===== src/rtl/alu_issue_ctrl.sv =====
// Four-state issue controller for the 8-bit combinational ALU: accepts one
// instruction, registers operands from a 4x8 register file, captures the result, writes back.
module alu_issue_ctrl #(
  parameter int NUM_REGS = 4
) (
  input  logic        clk,
  input  logic        rst_n,
  input  logic        instr_valid,
  output logic        instr_ready,
  input  logic [15:0] instr,
  output logic [7:0]  alu_a,
  output logic [7:0]  alu_b,
  output logic [2:0]  alu_op,
  input  logic [7:0]  alu_result,
  output logic        done,
  output logic [7:0]  wb_data,
  output logic        zero_flag,
  output logic        neg_flag,
  input  logic [1:0]  dbg_addr,
  output logic [7:0]  dbg_data
);

  typedef enum logic [1:0] {IDLE, OPERAND, EXECUTE, WRITEBACK} state_t;

  state_t      state, next_state;
  logic [15:0] ir;
  logic [7:0]  regs [NUM_REGS];
  logic        accept;

  logic [2:0] op;
  logic [1:0] rd, rs1, rs2;
  logic       use_imm;
  logic [7:0] imm;

  assign op      = ir[15:13];
  assign rd      = ir[12:11];
  assign rs1     = ir[10:9];
  assign use_imm = ir[8];
  assign imm     = ir[7:0];
  assign rs2     = ir[7:6];

  // instr_ready is a register, so the handshake must also qualify on it
  // (it stays low in IDLE for the first cycle after reset release).
  assign accept   = (state == IDLE) && instr_valid && instr_ready;
  assign dbg_data = regs[dbg_addr];

  always_comb begin
    next_state = state;
    case (state)
      IDLE:      if (accept) next_state = OPERAND;
      OPERAND:   next_state = EXECUTE;
      EXECUTE:   next_state = WRITEBACK;
      WRITEBACK: next_state = IDLE;
      default:   next_state = IDLE;
    endcase
  end

  always_ff @(posedge clk or negedge rst_n) begin
    if (!rst_n) begin
      state       <= IDLE;
      instr_ready <= 1'b0;
      done        <= 1'b0;
    end else begin
      state       <= next_state;
      instr_ready <= (next_state == IDLE);
      done        <= (next_state == WRITEBACK);
    end
  end

  always_ff @(posedge clk or negedge rst_n) begin
    if (!rst_n) begin
      ir     <= '0;
      alu_a  <= '0;
      alu_b  <= '0;
      alu_op <= '0;
    end else begin
      if (accept) ir <= instr;
      if (state == OPERAND) begin
        alu_a  <= regs[rs1];
        alu_b  <= use_imm ? imm : regs[rs2];
        alu_op <= op;
      end
    end
  end

  always_ff @(posedge clk or negedge rst_n) begin
    if (!rst_n) begin
      wb_data   <= '0;
      zero_flag <= 1'b0;
      neg_flag  <= 1'b0;
      for (int i = 0; i < NUM_REGS; i++) regs[i] <= '0;
    end else begin
      if (state == EXECUTE) wb_data <= alu_result;
      if (state == WRITEBACK) begin
        regs[rd]  <= wb_data;
        zero_flag <= (wb_data == 8'h00);
        neg_flag  <= wb_data[7];
      end
    end
  end

endmodule

===== config.mk =====
export PLATFORM = sky130hd
export DESIGN_NAME = alu_issue_ctrl
export DESIGN_NICKNAME = d
export VERILOG_FILES = /design/src/rtl/alu_issue_ctrl.sv
export SDC_FILE = /design/constraint.sdc
export NUM_CORES = 1
export LEC_CHECK = 0
export CORE_MARGIN = 10
export CORE_UTILIZATION = 55
export CTS_BUF_LIST = sky130_fd_sc_hd__clkbuf_8
export DETAILED_ROUTE_END_ITERATION = 7
export PLACE_DENSITY_LB_ADDON = 0.12
export SETUP_SLACK_MARGIN = 0.4
export SLEW_MARGIN = 20
export SYNTH_ARGS = -nofsm -noshare
export SYNTH_HDL_FRONTEND = slang
export SYNTH_SLANG_ARGS = --single-unit

===== constraint.sdc =====
create_clock -name clk -period 2.65 [get_ports clk]
set_clock_uncertainty 0.1 [all_clocks]
set_input_delay 0.3975 -clock clk [delete_from_list [all_inputs] [get_ports clk]]
set_output_delay 0.3975 -clock clk [all_outputs]
set_load 0.005 [all_outputs]

---- After elaboration in Yosys (flattened, before gate mapping) ----
Cells that the tools add are included.
operators by class
  add/subtract/negate cells ............... 0
  $mul .................................... 0
  divide/modulo/power cells ............... 0
  magnitude comparators ................... 5
  eq/ne operators ......................... 4
  shift operators ......................... 0
  multiplexer cells ....................... 15
  bitwise operators ....................... 4
  reduce and logical (&&, ||, !) cells .... 6
operator list
  cell                  count
  $mux W8               8
  $bmux W8 S2           3
  $bwmux W32            1
  $demux W8 S2          1
  $ge A3 B3 Y1 const B  4
  $not A2 Y3            4
  $logic_not A8 Y1      1
  $pmux W2 S4           1
  $eq A2 B2 Y1 const B  3
  $logic_not A2 Y1      2
  $logic_and A1 B1 Y1   3
  $lt A3 B1 Y1 const B  1
  $eq A2 B1 Y1 const B  1
  $mux W2               1
storage, ports and cells
  register bits after elaboration ......... 81
  latch bits .............................. 0
  bits in writable memories ............... 0
  ROM bits ................................ 0
  logic and storage cells ................. 48
  memories ................................ 0

---- Logic depth before layout (Yosys ltp) ----
  depth in word-level cells ............... 6
  mapped depth ............................ 6
  depth with buffers taken out ............ 5

---- Least setup slack after synthesis ----
No wires, ideal clock.
  kind .................................... in2out
  start ................................... input port dbg_addr[0]
  end ..................................... output port dbg_data[0]
  arrival ................................. 1.158 ns
  slack ................................... 0.995 ns
  stages .................................. 2
  buffers on the path ..................... 1
  cells stage by stage .................... buf_2 -> mux4_2
between the ends
  longest elaborated chain between the ends .. 4
ends and longest elaborated chain
  what                                        RTL line  source
  from (decl)                                 19        input logic [1:0] dbg_addr,
  $not A2 Y3 (not written as such)            45        assign dbg_data = regs[dbg_addr];
  $bmux W8 S2                                 45
  $mux W8 (not written as such) (2 in a row)  45
  to (decl)                                   20        output logic [7:0] dbg_data
No other way between the ends. The select of a mux whose other input is x is not followed.

---- Final worst setup path ----
  start ................................... input port dbg_addr[1]
  end ..................................... output port dbg_data[7]
Same word-level chain as after synthesis.

==> key figures <==
Status
  • Status: finished, final reports clean

Hold path
  • Hold-critical path depth: 1
  • Worst hold path class: reg -> reg
  • WHS Endpoint: alu_op[2]
  • Worst Min Path Start: ir[15]

Layout
  • Nets@finish: 337
  • Final Instance Count excl. Fillers: 389
  • Inserted Diodes: 0
  • Layout cell share with drive strength beyond 1: 37.2%
  • Layout fillers: 455
  • Area grow syn2layout: 26.5%
  • Final core utilization: 70.8%

Synth
  • Synth area leaders: dfrtp_1 54%, mux2_2 19%, mux4_2 13%
  • Post-synth top cells: 81 x dfrtp_1, 62 x mux2_2, 22 x mux4_2
  • Synthesis Warnings: 0
  • Most frequent cell after synthesis: dfrtp_1
  • Sequential-to-total area share from yosys stat: 53.9%
  • Cell type with the largest total area after synthesis: dfrtp_1
  • Avg Inst Size Synth: 16.1 um^2
  • Netlist Area Pre-Place: 3760 um^2
  • Number of synthesized flops with an enable pin: 0
  • Post-synthesis net count: 267
  • Library cells used by synthesis: 23
  • Async SR Flop Fraction: 100%
  • Yosys top cell area share: 53.9%
  • Cells after Synth: 234
  • Yosys reg bits: 81
  • Main synth FF type: dfrtp_1

Clock tree
  • Clk root buf: clkbuf_8
  • Worst-path clk slew: 0.08 ns
  • Longest Clk Path Bufs: 2
  • Clock sink total: 81
  • Later-pin clock latency in the skew report: 0.34 ns
  • CTS tree: yes
  • Inserted Clock Buffers: 9
  • H-tree Lvls: 3

Critical path
  • Crit-path max FO: 8
  • CP Data Required Time: 2.15 ns
  • Worst EP arrival: 1.66 ns
  • Worst path bufs/invs: 3
  • CP endpoint kind: primary output
  • Family with the most delay on the worst path: buffers and inverters
  • Crit path depth: 4
  • Startpoint types: primary input
  • Crit-path cells: clkdlybuf4s50_1, buf_4, mux4_2, dlygate4sd2_1
  • Cells on worst reg2reg path: 3
  • Crit Path Category: in -> out
  • Crit Reg-Reg Endpoint: regs[26]
  • CP max-delay cell: clkdlybuf4s50_1
  • Worst stage delay on the critical path: 0.45 ns
  • Worst R2R Setup Slack: 0.79 ns
  • Worst r2r src: state[0]

Placed design
  • Port-buffer cells: 67
  • Pre-CTS setup slack: 0.101 ns
  • Placed insts: 372
  • Gpl congestion: 0.779
  • HPWL reported at the end of detailed placement: 5690 um

Timing
  • Tightest Pin Transition: 0.611 ns
  • Fmax: 463 MHz
  • Tmin final: 2.16 ns
  • Max Slew Vio Count: 0
  • Setup TNS: 0 ns
  • Setup ws final: 0.491 ns
  • Slew headroom: 59.3%
  • Setup-failing EPs final: 0
  • RSZ-0062 raised after global routing: no
  • Final critical-path share of the clock period: 81.5%
  • Final hold violations: 0

Die
  • Die Area: 10500 um^2
  • Num ports: 68
  • Die H: 103 um
  • CORE AREA: 6720 um^2
  • # rows: 30
  • Initial Utilization: 55.9%
  • Die X: 103 um

Detailed routing
  • Met3 wire len: 530 um
  • Vias: 2252
  • Final WL: 8070 um
  • DR WL met2: 3880 um
  • TritonRoute pass-1 iters: 4
  • # DRC: 0
  • Routed Antenna Nets: 0
  • Routed len/inst: 20.7 um
  • DR iter-0 viols: 69
  • DR top layer: met4
  • Via density: 5.79
  • DRT met1 WL: 3580 um

Global routing
  • Initial antenna violation count: 0
  • Congestion Overflow GR: 0
  • Largest net degree at the start of global routing: 44
  • Number of global-route vias before repair: 2466
  • All-Layer GR Usage: 16.3%
  • First-pass GRT wire length: 13000 um

Power and ir drop
  • Peak VDD IR: 0.605 mV
  • P_leak: 0.00202 uW
  • PwrDens: 1310 nW/um^2

Flow run
  • MaxCap Viol Count: 0
layer usage:
metal / vias to the layer above / track usage [%]
li1: 1017 / -
met1: 1165 / 20.8
met2: 61 / 26.7
met3: 9 / 4.69
met4: 0 / 4.23
met5: - / 0
metrics by stage:
stage | hold slack, ns | cell area (um^2) | power (uW)
2_1_floorplan | 0.00191 | 3760 | 4080
3_3_place_gp | 0.302 | 4490 | 5070
3_5_place_dp | 0.300 | 4490 | 5170
4_1_cts | 0.411 | 4750 | 6300
5_1_grt | 0.429 | 4750 | 6640
6_report | 0.408 | 4750 | 6240
logic make-up (layout without fill, tap and decap cells):
kind of cell	count (synthesis)	after routing	share of synthesized area (%)
buffers and inverters	16	91	2.76
flip-flops	81	81	53.9
adder cells (fa/ha/maj)	4	4	1.33
multiplexers	100	100	37.1
AO/OA/AOI/OAI	13	13	1.80
AND/OR/NAND/NOR	20	20	3.10
registers in the layout (all words and copies together), names as in the netlist:
name	flops
done	1
wb_data	8
instr_ready	1
alu_op	3
state	2
neg_flag	1
alu_a	8
alu_b	8
zero_flag	1
ir	16
regs	32
cell usage in the layout, fill, tap and decap left out:
| cell type | Yosys | routed |
|---|---|---|
| clkinv_4 | 0 | 2 |
| mux2_4 | 8 | 8 |
| buf_4 | 1 | 3 |
| nand3_2 | 1 | 1 |
| a31oi_1 | 2 | 2 |
| dlygate4sd3_1 | 0 | 1 |
| clkbuf_8 | 2 | 9 |
| or3_1 | 2 | 2 |
| o21ai_0 | 3 | 3 |
| bufinv_16 | 0 | 4 |
| mux2i_1 | 8 | 8 |
| mux2_2 | 62 | 62 |
| clkinv_2 | 0 | 1 |
| clkdlybuf4s50_1 | 0 | 57 |
| a21oi_1 | 8 | 8 |
| dfrtp_1 | 81 | 81 |
| ha_1 | 4 | 4 |
| buf_12 | 0 | 2 |
| inv_1 | 3 | 3 |
| nor2_1 | 10 | 10 |
| nor3b_4 | 1 | 1 |
| nor4_1 | 2 | 2 |
| mux4_2 | 22 | 22 |
| nand3_1 | 2 | 2 |
| nand3b_1 | 2 | 2 |
| dlygate4sd2_1 | 0 | 9 |
area by class of cell:
type,count,area (um^2),area share [%]
clock buffer,9,124,2.61
clock inverter,7,143,3.00
inverter,3,11.3,0.237
multi-input combinational,137,1630,34.2
sequential,81,2030,42.6
tap,80,100,2.11
timing repair buffer,72,722,15.2
worst max path at each step:
stage,start,to
global route,dbg_addr[1],dbg_data[7]
global placement,dbg_addr[0],dbg_data[7]
CTS,dbg_addr[1],dbg_data[7]
floorplan,dbg_addr[0],dbg_data[0]
finish,dbg_addr[1],dbg_data[7]
detailed placement,dbg_addr[0],dbg_data[7]
power by group:
group / internal [uW] / total [uW] / switching [uW]
clock: 722 / 1160 / 440
sequential: 1860 / 2580 / 720
combinational: 1700 / 2500 / 792
what timing repair did:
item,CTS,global route
hold buffers,1,0
gates resized for setup,9,0
setup buffers,0,0
endpoints found under the hold margin,38,0
endpoints found under the setup margin,8,0
Note: power is estimated with default switching activity, not from simulation.
==> variant 1, RTL diff (config.mk and constraints unchanged) <==
The 4 states of `state_t` get a one-hot encoding in 4 bits.
--- a/src/rtl/alu_issue_ctrl.sv
+++ b/src/rtl/alu_issue_ctrl.sv
@@ -21,5 +21,5 @@
 );
 
-  typedef enum logic [1:0] {IDLE, OPERAND, EXECUTE, WRITEBACK} state_t;
+  typedef enum logic [3:0] {IDLE = 4'b0001, OPERAND = 4'b0010, EXECUTE = 4'b0100, WRITEBACK = 4'b1000} state_t;
 
   state_t      state, next_state;
Behaviour: no difference found for any inputs over 10 cycles, from zero or initial values and one cycle with rst_n low; not proved beyond that.
==> variant 1 against the original RTL <==
- non-clock buffer count is 2 higher
- setup slack better by 0.0080 ns
- via count is 2.7% higher
- largest cell class unchanged
- sequential cell count is 2 higher
- fmax is 0.37% higher
- wire length is 0.67% higher
- cell count is 0.51% lower
- synthesized area is 0.60% lower
- final area is 1.6% lower
Power is not compared: it rests on default switching activity, and its combinational part moved more than twofold at a synthesized area within 25%.
==> variant 1: results (changes against the original RTL) <==
* Hold Path Sink: neg_flag$_DFFE_PN0P_
* GRT Overall Usage at 16.5% (+0.20 points)
* Seq/Total Area, Yosys at 55.6% (+1.7 points)
* # resized after CTS at 9 (unchanged)
* Pre-CTS setup slack at 0.0963 ns (-0.00503 ns)
* Fillers at 460 (+1.1%)
* Share of cells above drive strength 1 at 37.7% (+0.53 points)
* Leak Pwr at 2.11 nW
* Hpwl dp at 5.75 mm (+1.1%)
* Netlist cell types at 24 (+4.3%)
* Vias in the first global route at 2498 (+1.3%)
* Grt met2 use at 27.3% (+0.59 points)
* Hold Path Depth at 1 (unchanged)
* Reg-to-reg setup timing slack at 0.52 ns (-0.27 ns)
* Clk pin slew, worst setup/hold paths at 0.08 ns (about the same)
* Worst path max stage delay at 0.46 ns
* R2R Path End: regs[27]$_DFFE_PN0P_
* Worst VDD drop at 0.520 mV
* M1 GR Usage at 20.4% (-0.40 points)
* Wl on met1 at 3.45 mm (-3.7%)
* Hold-fix buffers, CTS at 1 (unchanged)
* Regs by FF count: regs (32), ir (16)
* FF-to-FF Start: state[2]$_DFF_PN0_
* Placed cell area at 0.00453 sq mm (+0.86%)
* Critical path peak fanout at 8 (unchanged)
* Register Area at 0.00208 sq mm (+2.5%)
* PnR worst setup slack at 0.499 ns (+0.00795 ns)
* Logic pwr share at 27.9%
* Met3 Use GR at 4.32% (-0.37 points)
* H-tree depth at 3 (unchanged)
* Clock buffer count from CTS at 9 (unchanged)
* Final nets at 334 (-0.89%)
* Detailed Route WL at 8.12 mm (+0.67%)
* Pin count of the biggest net entering global routing at 52 (+18%)
* WL met3 at 563 um (+6.2%)
* Vias at 2313 (+2.7%)
* Slew margin rel. at 58.7% (-0.63 points)
* Post-Syn Nets at 261 (-2.2%)
* Global placer's final weighted congestion at 0.754 (-3.1%)
* Global-route wire length before repair at 13.2 mm (+1.2%)
* Placed insts at 370 (-0.54%)
* Crit path to: dbg_data[6]
* Synth cell count leaders: dfrtp_1, mux2_2, mux4_2, mux2i_1, nor2_1
* DRT iter0 DRCs at 115 (+67%)
* Outcome: finished, final reports clean
* Hold path start: neg_flag$_DFFE_PN0P_
* Hold Slack at 0.409 ns (+0.00160 ns)
* Synth Instances at 232 (-0.85%)
* Synth Warn # at 0 (unchanged)
* Top cells by area, synth: dfrtp_1, mux2_2, mux4_2
* Metal2 WL at 4.01 mm (+3.4%)
* Crit path launch: dbg_addr[1]
* Finished Layout Cells at 387 (-0.51%)
==> variant 1: cell types whose count changed after synthesis, moves of 3 or more <==
cell	unedited run	this run
ha_1	4	0
nor4b_1	0	3
mux2_4	8	0
mux2_2	62	70
==> variant 1: cell type report <==
| cell class | instances | area share, % |
|---|---|---|
| well taps | 77 | 2.06 |
| clock inverters | 7 | 0.642 |
| inverters | 1 | 0.0802 |
| clock buffers | 9 | 2.65 |
| multi-input cells | 136 | 34.4 |
| repair buffers | 74 | 15.7 |
| flip-flops and latches | 83 | 44.4 |
==> variant 1: kinds of logic (layout without fill, tap and decap cells) <==
kind of cell,after synthesis,after routing,share of synthesized area [%]
and+or+nand+nor,25,25,4.76
muxes,100,100,36.5
buffers and inverters,13,91,1.57
DFF,83,83,55.6
AOI/OAI and AO/OA,11,11,1.54
==> variant 1: worst register-to-register path, delay by kind of cell, from the launching register on <==
family | cells | cell delay, ns
DFF | 1 | 0.46
muxes | 1 | 0.39
and+or+nand+nor | 2 | 1.06
==> variant 2, RTL diff (same flow settings) <==
Without the edit above. Change the parameter `NUM_REGS` from 4 to 2.
--- a/src/rtl/alu_issue_ctrl.sv
+++ b/src/rtl/alu_issue_ctrl.sv
@@ -2,5 +2,5 @@
 // instruction, registers operands from a 4x8 register file, captures the result, writes back.
 module alu_issue_ctrl #(
-  parameter int NUM_REGS = 4
+  parameter int NUM_REGS = 2
 ) (
   input  logic        clk,
Check against the original RTL: not equivalent (Yosys sat finds a counterexample within 4 cycles, from zero or initial values and one cycle with rst_n low).
==> variant 2 against the original RTL <==
- via count decreased by 19%
- wire length decreased by 28%
- synthesized cell count decreased by 12%
- power decreased by 28%
- non-clock buffer count decreased by 4
- clock power decreased by 39%
- sequential cell count decreased by 17
- fmax decreased by 0.58%
- setup slack got worse by 0.013 ns
- final area decreased by 24%
- count of clock-buffer cells in the layout increased by 2
- global-route usage decreased by 1.9 points
- critical path type unchanged
- largest power group unchanged
- synthesized area decreased by 27%
==> variant 2: results (changes against the original RTL) <==
* Outcome: finished, final reports clean
* Hold Vio Cnt, Final at 0 (unchanged)
* # diodes at 0 (unchanged)
* Finished Layout Cells at 347 (-11%)
* Pre-CTS setup slack at 0.201 ns (+0.0999 ns)
* Clock buffer count from CTS at 9 (unchanged)
* H-tree depth at 3 (unchanged)
* Fillers at 350 (-23%)
* Global placer's final weighted congestion at 0.737 (-5.3%)
* Crit path DAT at 1.67 ns
* Worst VDD drop at 0.688 mV (+14%)
* Netlist cell types at 19 (-17%)
* Synth cell count leaders: dfrtp_1, mux2_2, inv_1
* Final nets at 309 (-8.3%)
* Top cells by area, synth: dfrtp_1, mux2_2, mux2i_1
* GRT Overall Usage at 14.4% (-1.9 points)
* Critical path peak fanout at 8 (unchanged)
* Clock Latency Late Sink at 0.32 ns (-0.02 ns)
* Leak Pwr at 1.55 nW (-23%)
* Worst path max stage delay at 0.47 ns (+0.02 ns)
* Pin count of the biggest net entering global routing at 65 (+48%)
* Clk pin slew, worst setup/hold paths at 0.07 ns
* WL/cell at 16.7 um (-19%)
* Post-Syn Nets at 240 (-10%)
* Placed cell area at 0.00345 sq mm (-23%)
* Ys async rst share at 100% (unchanged)
* Avg Inst Size Synth at 13.2 sq um (-18%)
* Share of cells above drive strength 1 at 24.6% (-13 points)
* Vias at 1815 (-19%)
* Primary FF master, synth: dfrtp_1
* Seq/Total Area, Yosys at 58.4% (+4.5 points)
* Synth Warn # at 0 (unchanged)
* Placed insts at 332 (-11%)
* Clock tree buffer depth at 2 (unchanged)
* Worst Max-Slew Pin Slew at 0.776 ns (+0.165 ns)
* Min-Delay Path Class: in -> async
* Number of port buffers at 65 (-3.0%)
* Slowest CP cell: clkdlybuf4s50_1
* Initial antenna violation count at 0 (unchanged)
* Clk root buf: clkbuf_8
* Multi-input gate area at 0.00105 sq mm (-35%)
* Hpwl dp at 4.27 mm (-25%)
* Top Family by Delay on Critical Path: buffers and inverters
* DRT iter0 DRCs at 87 (+26%)
* Vias in the first global route at 1925 (-22%)
* Global-route wire length before repair at 9.66 mm (-26%)
* Pre-antenna DRT Iters at 4 (unchanged)
* Regs by FF count: regs (16), ir (15)
==> variant 2: kinds of logic after synthesis <==
| logic type | count (synthesis) | synth area share, % |
|---|---|---|
| mux | 60 | 24.3 |
| buf+inv | 21 | 3.10 |
| fa+ha+maj | 4 | 1.83 |
| compound gates | 34 | 7.17 |
| simple gates | 24 | 5.16 |
| flops | 64 | 58.4 |
==> variant 2: final timing paths <==
check / start / end / slack, ns / cells past startpoint
worst max-delay path: dbg_addr[0] / dbg_data[0] / 0.48 / 3
worst min-delay path: rst_n / alu_a[1]$_DFFE_PN0N_ / 0.14 / 2
worst max register to register: state[1]$_DFF_PN0_ / alu_a[1]$_DFFE_PN0N_ / 0.90 / 5
worst min register to register: ir[15]$_DFFE_PN0P_ / alu_op[2]$_DFFE_PN0N_ / 0.40 / 1
max in group asynchronous: rst_n / regs[15]$_DFFE_PN0P_ / 1.80 / 2
min in group clk: ir[15]$_DFFE_PN0P_ / alu_op[2]$_DFFE_PN0N_ / 0.40 / 1
==> variant 2: metrics by stage <==
| step | hold WS (ns) | total power (W) |
|---|---|---|
| 2_1_floorplan | 0.00191 | 0.00288 |
| 3_3_place_gp | 0.381 | 0.00375 |
| 3_5_place_dp | 0.394 | 0.00383 |
| 4_1_cts | 0.161 | 0.00454 |
| 5_1_grt | 0.190 | 0.00480 |
| 6_report | 0.143 | 0.00448 |
==> variant 2: area by class of cell <==
class / count / share of cell area [%]
clock inverters: 4 / 0.416
flip-flops and latches: 64 / 44.3
well taps: 67 / 2.32
inverters: 11 / 1.14
clock buffers: 11 / 4.19
multi-input cells: 122 / 29.2
repair buffers: 68 / 18.5
==> variant 2: worst reg2reg max path: stages (launching register included) <==
cell	delay [ns]
dfrtp_1	0.40
inv_1	0.08
ha_1	0.63
buf_4	0.29
nor2_1	0.06
a21oi_1	0.12
==> variant 2: power by group <==
part | internal (W) | switching (W) | leakage (nW)
sequential | 0.00147 | 0.000458 | 0.767
clock | 0.000372 | 0.000330 | 0.100
combinational | 0.00119 | 0.000663 | 0.685
==> variant 2: what timing repair did <==
| action | in CTS | in global routing |
|---|---|---|
| hold buffers | 0 | 0 |
| buffers inserted | 0 | 0 |
| setup endpoints to repair | 8 | 0 |
| resized for setup | 1 | 0 |
==> variant 2: metal layers <==
metal	GRT usage (%)	up-vias	wire length, um
li1	-	870	-
met5	0	-	0
met1	18.3	891	2650
met2	21.0	49	2650
met4	5.97	0	57
met3	5.99	5	454
